`config.mk`:
```
export PLATFORM = sky130hd
export DESIGN_NAME = shared_resource_arbiter
export DESIGN_NICKNAME = d
export VERILOG_FILES = /design/src/rtl/shared_resource_arbiter.sv
export SDC_FILE = /design/constraint.sdc
export NUM_CORES = 1
export LEC_CHECK = 0
export ABC_AREA = 0
export BUFFER_PORTS_ARGS = -buffer_cell sky130_fd_sc_hd__buf_2
export CAP_MARGIN = 20
export CORE_MARGIN = 4
export CORE_UTILIZATION = 54
export DETAILED_ROUTE_END_ITERATION = 16
export PLACE_DENSITY = 0.81
export SLEW_MARGIN = 20
export SYNTH_ARGS = -nofsm -noshare
export SYNTH_HDL_FRONTEND = slang
export SYNTH_SLANG_ARGS = --single-unit
```
`constraint.sdc`:
```
create_clock -name clk -period 16.2 [get_ports clk]
set_input_delay 0.81 -clock clk [delete_from_list [all_inputs] [get_ports clk]]
set_output_delay 0.81 -clock clk [all_outputs]
set_load 0.005 [all_outputs]
```
`src/rtl/shared_resource_arbiter.sv`:
```
// Round-robin arbiter that issues one requester operand per cycle into a
// pipelined 16x16 multiplier and returns tagged results on a shared bus.
module shared_resource_arbiter #(
    parameter int unsigned NUM_REQ = 2,
    parameter int unsigned LATENCY = 3
) (
    input  logic                   clk,
    input  logic                   reset,
    input  logic [NUM_REQ-1:0]     arbiter_req,
    input  logic [32*NUM_REQ-1:0]  resource_input,
    input  logic [NUM_REQ-1:0]     in_valid_to_resource,
    input  logic                   in_flush,
    output logic [NUM_REQ-1:0]     arbiter_grant,
    output logic [31:0]            resource_output,
    output logic [NUM_REQ-1:0]     out_valid_from_resource,
    output logic                   busy,
    output logic [15:0]            op_count
);

    localparam int unsigned PTR_W  = (NUM_REQ > 1) ? $clog2(NUM_REQ) : 1;
    localparam int unsigned DATA_W = 32;
    localparam int unsigned OPND_W = 16;
    localparam int unsigned CNT_W  = 16;

    logic [PTR_W-1:0]   ptr_q, ptr_d;
    logic [NUM_REQ-1:0] eligible;
    logic [PTR_W-1:0]   scan_idx;
    logic [PTR_W-1:0]   grant_idx;
    logic               accept;
    logic [DATA_W-1:0]  operand;
    logic [DATA_W-1:0]  product;

    logic [LATENCY-1:0] valid_q, valid_d;
    logic [PTR_W-1:0]   tag_q  [LATENCY];
    logic [PTR_W-1:0]   tag_d  [LATENCY];
    logic [DATA_W-1:0]  data_q [LATENCY];
    logic [DATA_W-1:0]  data_d [LATENCY];
    logic [CNT_W-1:0]   op_count_q, op_count_d;

    // Round-robin search for the first eligible requester starting at ptr
    always_comb begin
        arbiter_grant = '0;
        grant_idx     = '0;
        scan_idx      = '0;
        accept        = 1'b0;
        eligible      = arbiter_req & in_valid_to_resource;
        if (!reset && !in_flush) begin
            for (int unsigned j = 0; j < NUM_REQ; j++) begin
                scan_idx = PTR_W'((32'(ptr_q) + j) % NUM_REQ);
                if (!accept && eligible[scan_idx]) begin
                    accept                  = 1'b1;
                    grant_idx               = scan_idx;
                    arbiter_grant[scan_idx] = 1'b1;
                end
            end
        end
    end

    // Select the granted operand and form the full-width product
    always_comb begin
        operand = '0;
        for (int unsigned j = 0; j < NUM_REQ; j++) begin
            if (arbiter_grant[j]) begin
                operand = resource_input[j*32 +: 32];
            end
        end
        product = DATA_W'(operand[31:16]) * DATA_W'(operand[OPND_W-1:0]);
    end

    // Next state: pointer advance, stage shift, flush, completion count
    always_comb begin
        ptr_d = ptr_q;
        if (accept) begin
            ptr_d = PTR_W'((32'(grant_idx) + 1) % NUM_REQ);
        end

        valid_d    = '0;
        valid_d[0] = accept;
        tag_d[0]   = grant_idx;
        for (int unsigned i = 1; i < LATENCY; i++) begin
            valid_d[i] = valid_q[i-1];
            tag_d[i]   = tag_q[i-1];
        end
        if (in_flush) begin
            valid_d = '0;
        end

        // Data only moves with a live operation so the output bus holds otherwise
        data_d[0] = valid_d[0] ? product : data_q[0];
        for (int unsigned i = 1; i < LATENCY; i++) begin
            data_d[i] = valid_d[i] ? data_q[i-1] : data_q[i];
        end

        op_count_d = op_count_q + CNT_W'(valid_d[LATENCY-1]);
    end

    // State registers with synchronous reset
    always_ff @(posedge clk) begin
        if (reset) begin
            ptr_q      <= '0;
            valid_q    <= '0;
            op_count_q <= '0;
            for (int unsigned i = 0; i < LATENCY; i++) begin
                tag_q[i]  <= '0;
                data_q[i] <= '0;
            end
        end else begin
            ptr_q      <= ptr_d;
            valid_q    <= valid_d;
            op_count_q <= op_count_d;
            for (int unsigned i = 0; i < LATENCY; i++) begin
                tag_q[i]  <= tag_d[i];
                data_q[i] <= data_d[i];
            end
        end
    end

    // Steer the last-stage result back to its originator
    always_comb begin
        out_valid_from_resource = '0;
        if (valid_q[LATENCY-1]) begin
            out_valid_from_resource[tag_q[LATENCY-1]] = 1'b1;
        end
    end

    assign resource_output = data_q[LATENCY-1];
    assign busy            = |valid_q;
    assign op_count        = op_count_q;

endmodule
```
==> results of run 1 <==
## cell usage after synthesis (8+ instances only)
cell type	count
nand3_1	10
nor2_1	150
xor2_1	18
a21oi_1	112
clkbuf_1	37
o211ai_1	8
a22oi_2	14
nand4_1	12
buf_2	26
xnor2_1	15
dfxtp_1	119
inv_1	241
a21o_1	11
a22o_1	26
ha_1	106
o21ai_0	24
buf_4	48
fa_1	194
nand2_1	337
a22oi_1	21
## layer usage
layer  vias to the layer above  routed length [um]
met5                         -                   0
met4                         0                1850
met3                       155                2530
met2                       481               17500
met1                      5607               12600
li1                       5234                   -
## kinds of logic after synthesis
group	count (synthesis)
AOI/OAI and AO/OA	265
xor gates and xnor gates	33
adders and majority gates	300
buffers and inverters	356
DFF	119
muxes	2
and+or+nand+nor	561
## how the worst max path moves through the flow
stage	to	slack, ns
6_report	data_q[0][23]	8.60
5_1_grt	data_q[0][28]	8.30
4_1_cts	data_q[0][28]	8.71
3_5_place_dp	data_q[0][28]	8.28
3_3_place_gp	data_q[0][28]	8.17
2_1_floorplan	data_q[0][28]	9.28
## power breakdown
part / internal (mW) / total [mW] / switching [mW]
combinational: 0.0215 / 0.0698 / 0.0482
clock: 0.253 / 0.380 / 0.127
sequential: 0.294 / 0.295 / 0.000751
## registers in the layout, indices dropped and copies added (netlist names)
signal    count
ptr_q         1
op_count     16
data_q       96
valid_q       3
tag_q         3
## critical path: stages
cell and delay, ns:
buf_2 0.13, or2_4 0.27, a311oi_4 0.27, buf_4 0.60, a22o_1 0.67, nand2_1 0.17, fa_1 0.53, fa_1 0.51
fa_1 0.51, inv_1 0.06, fa_1 0.48, fa_1 0.50, inv_1 0.05, fa_1 0.48, inv_1 0.04, ha_1 0.36
a21oi_1 0.25, o21ai_0 0.17, a22oi_2 0.30, a21oi_1 0.13, or3_1 0.32, a32o_1 0.25
## stage by stage
stage	hold slack, ns	util [%]	cell area, um2
floorplan	0.414	-	13600
global placement	0.421	57.2	14000
detailed placement	0.429	57.4	14100
CTS	0.440	59.8	14700
global route	0.462	59.9	14700
finish	0.437	59.9	14700
## cell type report
class | instances | area (um2) | area share, %
sequential | 119 | 2380 | 16.2
antenna | 1 | 2.50 | 0.0170
multi-input combinational | 1161 | 9700 | 66.0
inverter | 242 | 908 | 6.19
clock inverter | 9 | 123 | 0.835
tap | 324 | 405 | 2.76
timing repair buffer | 132 | 689 | 4.69
clock buffer | 23 | 478 | 3.25
==> results.cfg, run 1 <==
[die]
rows = 57
coreArea_um2 = 24500
dieArea_um2 = 27800
start_util_pct = 55.5
ioPinCount = 124
die_x_um = 167
fp.dieH_um = 167

[yosys]
synth_compound_area_share_pct = 13.5
synthDominantCellAreaShare_pct = 28.5
synth-adder-area-share_pct = 38.3
synth_top_family_by_area = adder cells
syn_area_per_cell_um2 = 8.32
async_flop_share_pct = 0
syn_inst = 1636
synthFlopType = dfxtp_1
netlist_area_um2 = 13600
synth-edff-count = 0
synth_fp_nets = 2007
synth_top_area_cell = fa_1
synthTopCellsByArea = fa_1 (29%), dfxtp_1 (18%), ha_1 (9.7%), nand2_1 (9.3%), inv_1 (6.6%)
synth.distinct_cells = 65
synth_mux_area_share_pct = 0.147
yosysWarnings = 0
synthXorXnorAreaFrac_pct = 2.12
seq_area_frac_synth_pct = 17.5
ys_seq_elements = 119
synth-simple-area-share_pct = 16.9

[cells_and_area]
final_cell_mix = nand2_1 (337), inv_1 (241), fa_1 (194)
instances_no_fill = 2011
nets = 2044
final_common_cell = nand2_1
nFillCells = 2157
area_growth_pct = 7.90
drive_above_1_share_pct = 11.8

[global_routing]
grt_max_degree = 106
busiest_layer = met2
grt_pass1_wl_mm = 58.0
use_met2_pct = 44.8
antenna_found_initial = 0
use_met1_pct = 29.4
grt_pass1_vias = 12071
gr-total-overflow = 0
use_met3_pct = 5.10
grt_util_all_layers_pct = 25.3

[power]
p_leak_nw = 6.93
finalPower_mw = 0.745
ir_worst_vdd_mv = 0.0728
p_per_area_nw_per_um2 = 50.7

[sta]
relSlewSlack_pct = 31.6
rsz0062_at_grt = no
setup_viol = 0
worst_pin_slew_ns = 1.03
fmax_ghz = 0.132
period_share_pct = 46.9
finalHoldViolCount = 0
setup-tns-final_ns = 0
drv_slew = 0
clock_skew_ns = 0.0103
period_minus_slack_ns = 7.60
setup_ws_ns = 8.60

[status]
outcome = complete, no violations

[routing]
vias_per_cell = 5.71
ant_nets = 0
dr.first_iter.drc_count = 956
wire_per_inst_um = 17.1
drc = 0
vias = 11477
wirelength_mm = 34.5
drtPass1Iterations = 5

[setup_path]
cp.required_ns = 16.50
path_class = input pin to flip-flop
r2r_setup_slack_ns = 9.04
cp-startpoint = in_flush
cp.arrival_ns = 7.90
r2r-start = ptr_q
reg2reg_depth = 23
start_kind = input pin
reg2reg_to = data_q[0][28]
cp_max_fo = 65
endpoint_kind = flip-flop

[clock_tree]
clock-sinks = 119
cts-resized-gates = 0
cts_tree = yes
clkLatencyLatePin_ns = 0.41
root_buffer = clkbuf_16
cts_inserted_buffers = 17
post-cts-setup-buffers = 0
cts_max_level = 4
clk_path_buf_depth = 2
postCtsHoldBufs = 0
path_clk_slew_ns = 0.05

[place]
dp_cells = 1978
place_ws_ns = 8.28
port_buffers = 123
gp_congestion = 0.986
dpl.hpwl_mm = 27.3

[hold_path]
min-delay-start = tag_q[0][0]
min_path_type = flip-flop to flip-flop
hold-path-cell-count = 1
min_delay_worst_endpoint = tag_q[0][1]

[job]
maxCapViolations = 0
Note: power is estimated with default switching activity, not from simulation.
==> run 2, diff against run 1 <==
- ABC_AREA: 0 -> 1
- clock period: 16.2 -> 7.2 ns (I/O delays scaled with it)
==> run 2 against run 1 <==
Effect of this change: via count rose by 6.7%; critical path type is now flip-flop to flip-flop; largest cell class unchanged; largest power group unchanged; synthesized cell count grew 21%; highest routed layer unchanged; critical endpoint is now data_q[0][29]; synthesized area grew 7.9%.
==> results.cfg, run 2 <==
[yosys]
yosysWarnings = 0
synth-adder-area-share_pct = 35.5
syn_area_per_cell_um2 = 7.40
synthXorXnorAreaFrac_pct = 0.894
synth_fp_nets = 2357
synth_compound_area_share_pct = 8.98
syn_inst = 1986
netlist_area_um2 = 14700
synthTopCellsByArea = fa_1 (26%), dfxtp_1 (16%), inv_1 (13%), nand2_1 (12%), ha_1 (9.0%)
synthFlopType = dfxtp_1
async_flop_share_pct = 0
ys_seq_elements = 119
yosysMostFrequentCell = inv_1
synth_mux_area_share_pct = 0
synth-edff-count = 0
synth_top_area_cell = fa_1
netlist_top_cells_count = inv_1 (512), nand2_1 (488), nor2_1 (199)
synth.distinct_cells = 32
seq_area_frac_synth_pct = 16.2
synth-simple-area-share_pct = 20.1
synthDominantCellAreaShare_pct = 26.4
synth_top_family_by_area = adder cells

[routing]
wl_met3_mm = 1.67
dr.first_iter.drc_count = 904
routedLengthMet1_mm = 13.8
vias = 12251
vias_per_cell = 5.13
ant_nets = 0
wire_per_inst_um = 14.6
drtPass1Iterations = 5
drc = 0
wl_met2_mm = 17.9
top_layer = met4
wirelength_mm = 34.8

[sta]
rsz0062_at_grt = no
worst_pin_slew_ns = 0.977
setup-tns-final_ns = 0
fmax_ghz = 0.154
setup_ws_ns = 0.723
drv_slew = 0
relSlewSlack_pct = 34.8
finalHoldViolCount = 0
period_minus_slack_ns = 6.48
setup_viol = 0
period_share_pct = 90.0
clock_skew_ns = 0.00639

[setup_path]
cp.arrival_ns = 6.79
cp.required_ns = 7.51
reg2reg_depth = 25
cp-startpoint = ptr_q
cp_max_fo = 18
reg2reg_to = data_q[0][29]
path_class = flip-flop to flip-flop
endpoint_kind = flip-flop
crit_top_cell = fa_1
r2r_setup_slack_ns = 0.72
slowest_delay_ns = 0.58
endpoint = data_q[0][29]
crit_slowest_cell = fa_1
start_kind = flip-flop
r2r-start = ptr_q

[cells_and_area]
max_flop_register = data_q
area_growth_pct = 6.76
diodes = 0
nFillCells = 2406
final_common_cell = inv_1
nets = 2407
finish.utilization_pct = 58.4
final_cell_mix = inv_1 (511), nand2_1 (488), nor2_1 (199)
largest_reg_flops = 96
drive_above_1_share_pct = 10.0

[die]
start_util_pct = 54.7
coreArea_um2 = 26900
rows = 60
die_x_um = 173
dieArea_um2 = 29900
fp.dieH_um = 173
ioPinCount = 124

[place]
dpl.hpwl_mm = 27.3
gp_congestion = 0.918
place_ws_ns = 0.520
port_buffers = 123

[clock_tree]
path_clk_slew_ns = 0.06
cts_tree = yes
clk_path_buf_depth = 2
postCtsHoldBufs = 0
root_buffer = clkbuf_16
clock-sinks = 119
clkLatencyLatePin_ns = 0.41
post-cts-setup-buffers = 0
cts-resized-gates = 0
cts_inserted_buffers = 17
cts_max_level = 4

[power]
p_leak_nw = 9.65
ir_worst_vdd_mv = 0.199
p_per_area_nw_per_um2 = 114

[global_routing]
antenna_found_initial = 0
grt_pass1_wl_mm = 60.3
grt_pass1_vias = 12942
grt_max_degree = 96
gr-total-overflow = 0
grt_util_all_layers_pct = 24.0

[job]
maxCapViolations = 0

[hold_path]
hold-path-cell-count = 2
min_path_type = input pin to flip-flop

[status]
outcome = complete, no violations
run 2: cell count changes after synthesis, moves of 13 or more:
cell / previous run / this run
a22o_1: 26 / 0
a22o_4: 0 / 27
a22oi_2: 14 / 0
nor2_1: 150 / 199
a21oi_1: 112 / 28
a22oi_1: 21 / 0
buf_2: 26 / 3
nand3_1: 10 / 51
nand2_1: 337 / 488
inv_1: 241 / 512
buf_4: 48 / 35
o21ai_0: 24 / 102
buf_6: 2 / 32
run 2: cells by family after synthesis:
| family | after synthesis |
|---|---|
| AO/OA/AOI/OAI | 180 |
| AND/OR/NAND/NOR | 757 |
| buffers and inverters | 615 |
| flip-flops | 119 |
| XOR/XNOR | 15 |
| adder cells (fa/ha/maj) | 300 |
run 2: where the power goes:
group / internal [mW] / switching (mW) / leakage [nW]
Sequential: 0.677 / 0.00989 / 0.965
Clock: 0.566 / 0.315 / 0.288
Combinational: 0.0804 / 0.146 / 8.39
Total: 1.32 / 0.471 / 9.65
run 2: layout make-up:
| cell class | count | area (um2) | share of cell area (%) |
|---|---|---|---|
| multi-input combinational | 1252 | 9610 | 61.3 |
| sequential | 119 | 2380 | 15.2 |
| inverter | 514 | 1930 | 12.3 |
| timing repair buffer | 132 | 708 | 4.52 |
| clock buffer | 19 | 453 | 2.89 |
| tap | 341 | 427 | 2.72 |
| clock inverter | 13 | 171 | 1.09 |
run 2: worst min-delay path by stage:
stage | from | endpoint | slack (ns)
global placement | tag_q[0][0] | tag_q[0][1] | 0.39
floorplan | tag_q[0][0] | tag_q[0][1] | 0.39
CTS | reset | ptr_q | 0.24
global route | reset | ptr_q | 0.26
finish | reset | ptr_q | 0.25
detailed placement | tag_q[0][0] | tag_q[0][1] | 0.40
run 2: layer usage:
metal | vias to the layer above | global-route usage (%)
met3 | 109 | 3.48
met4 | 0 | 9.68
met2 | 368 | 43.2
met5 | - | 0
met1 | 5894 | 28.9
li1 | 5880 | -
run 2: worst max-delay path: cells and delay by family (launching register included):
family,cells,cell delay (ns)
AND/OR/NAND/NOR,10,1.33
flip-flops,1,0.32
buffers and inverters,6,0.80
adder cells (fa/ha/maj),7,3.41
AO/OA/AOI/OAI,2,0.48
run 2: stage by stage:
| step | instance area, um2 | total power [mW] | hold slack (ns) | std cells |
|---|---|---|---|---|
| floorplan | 14700 | 0.860 | 0.388 | 1986 |
| global placement | 15100 | 0.920 | 0.392 | 2358 |
| detailed placement | 15100 | 0.925 | 0.398 | 2358 |
| CTS | 15700 | 1.80 | 0.241 | 2390 |
| global route | 15700 | 1.87 | 0.258 | 2390 |
| finish | 15700 | 1.79 | 0.253 | 2390 |
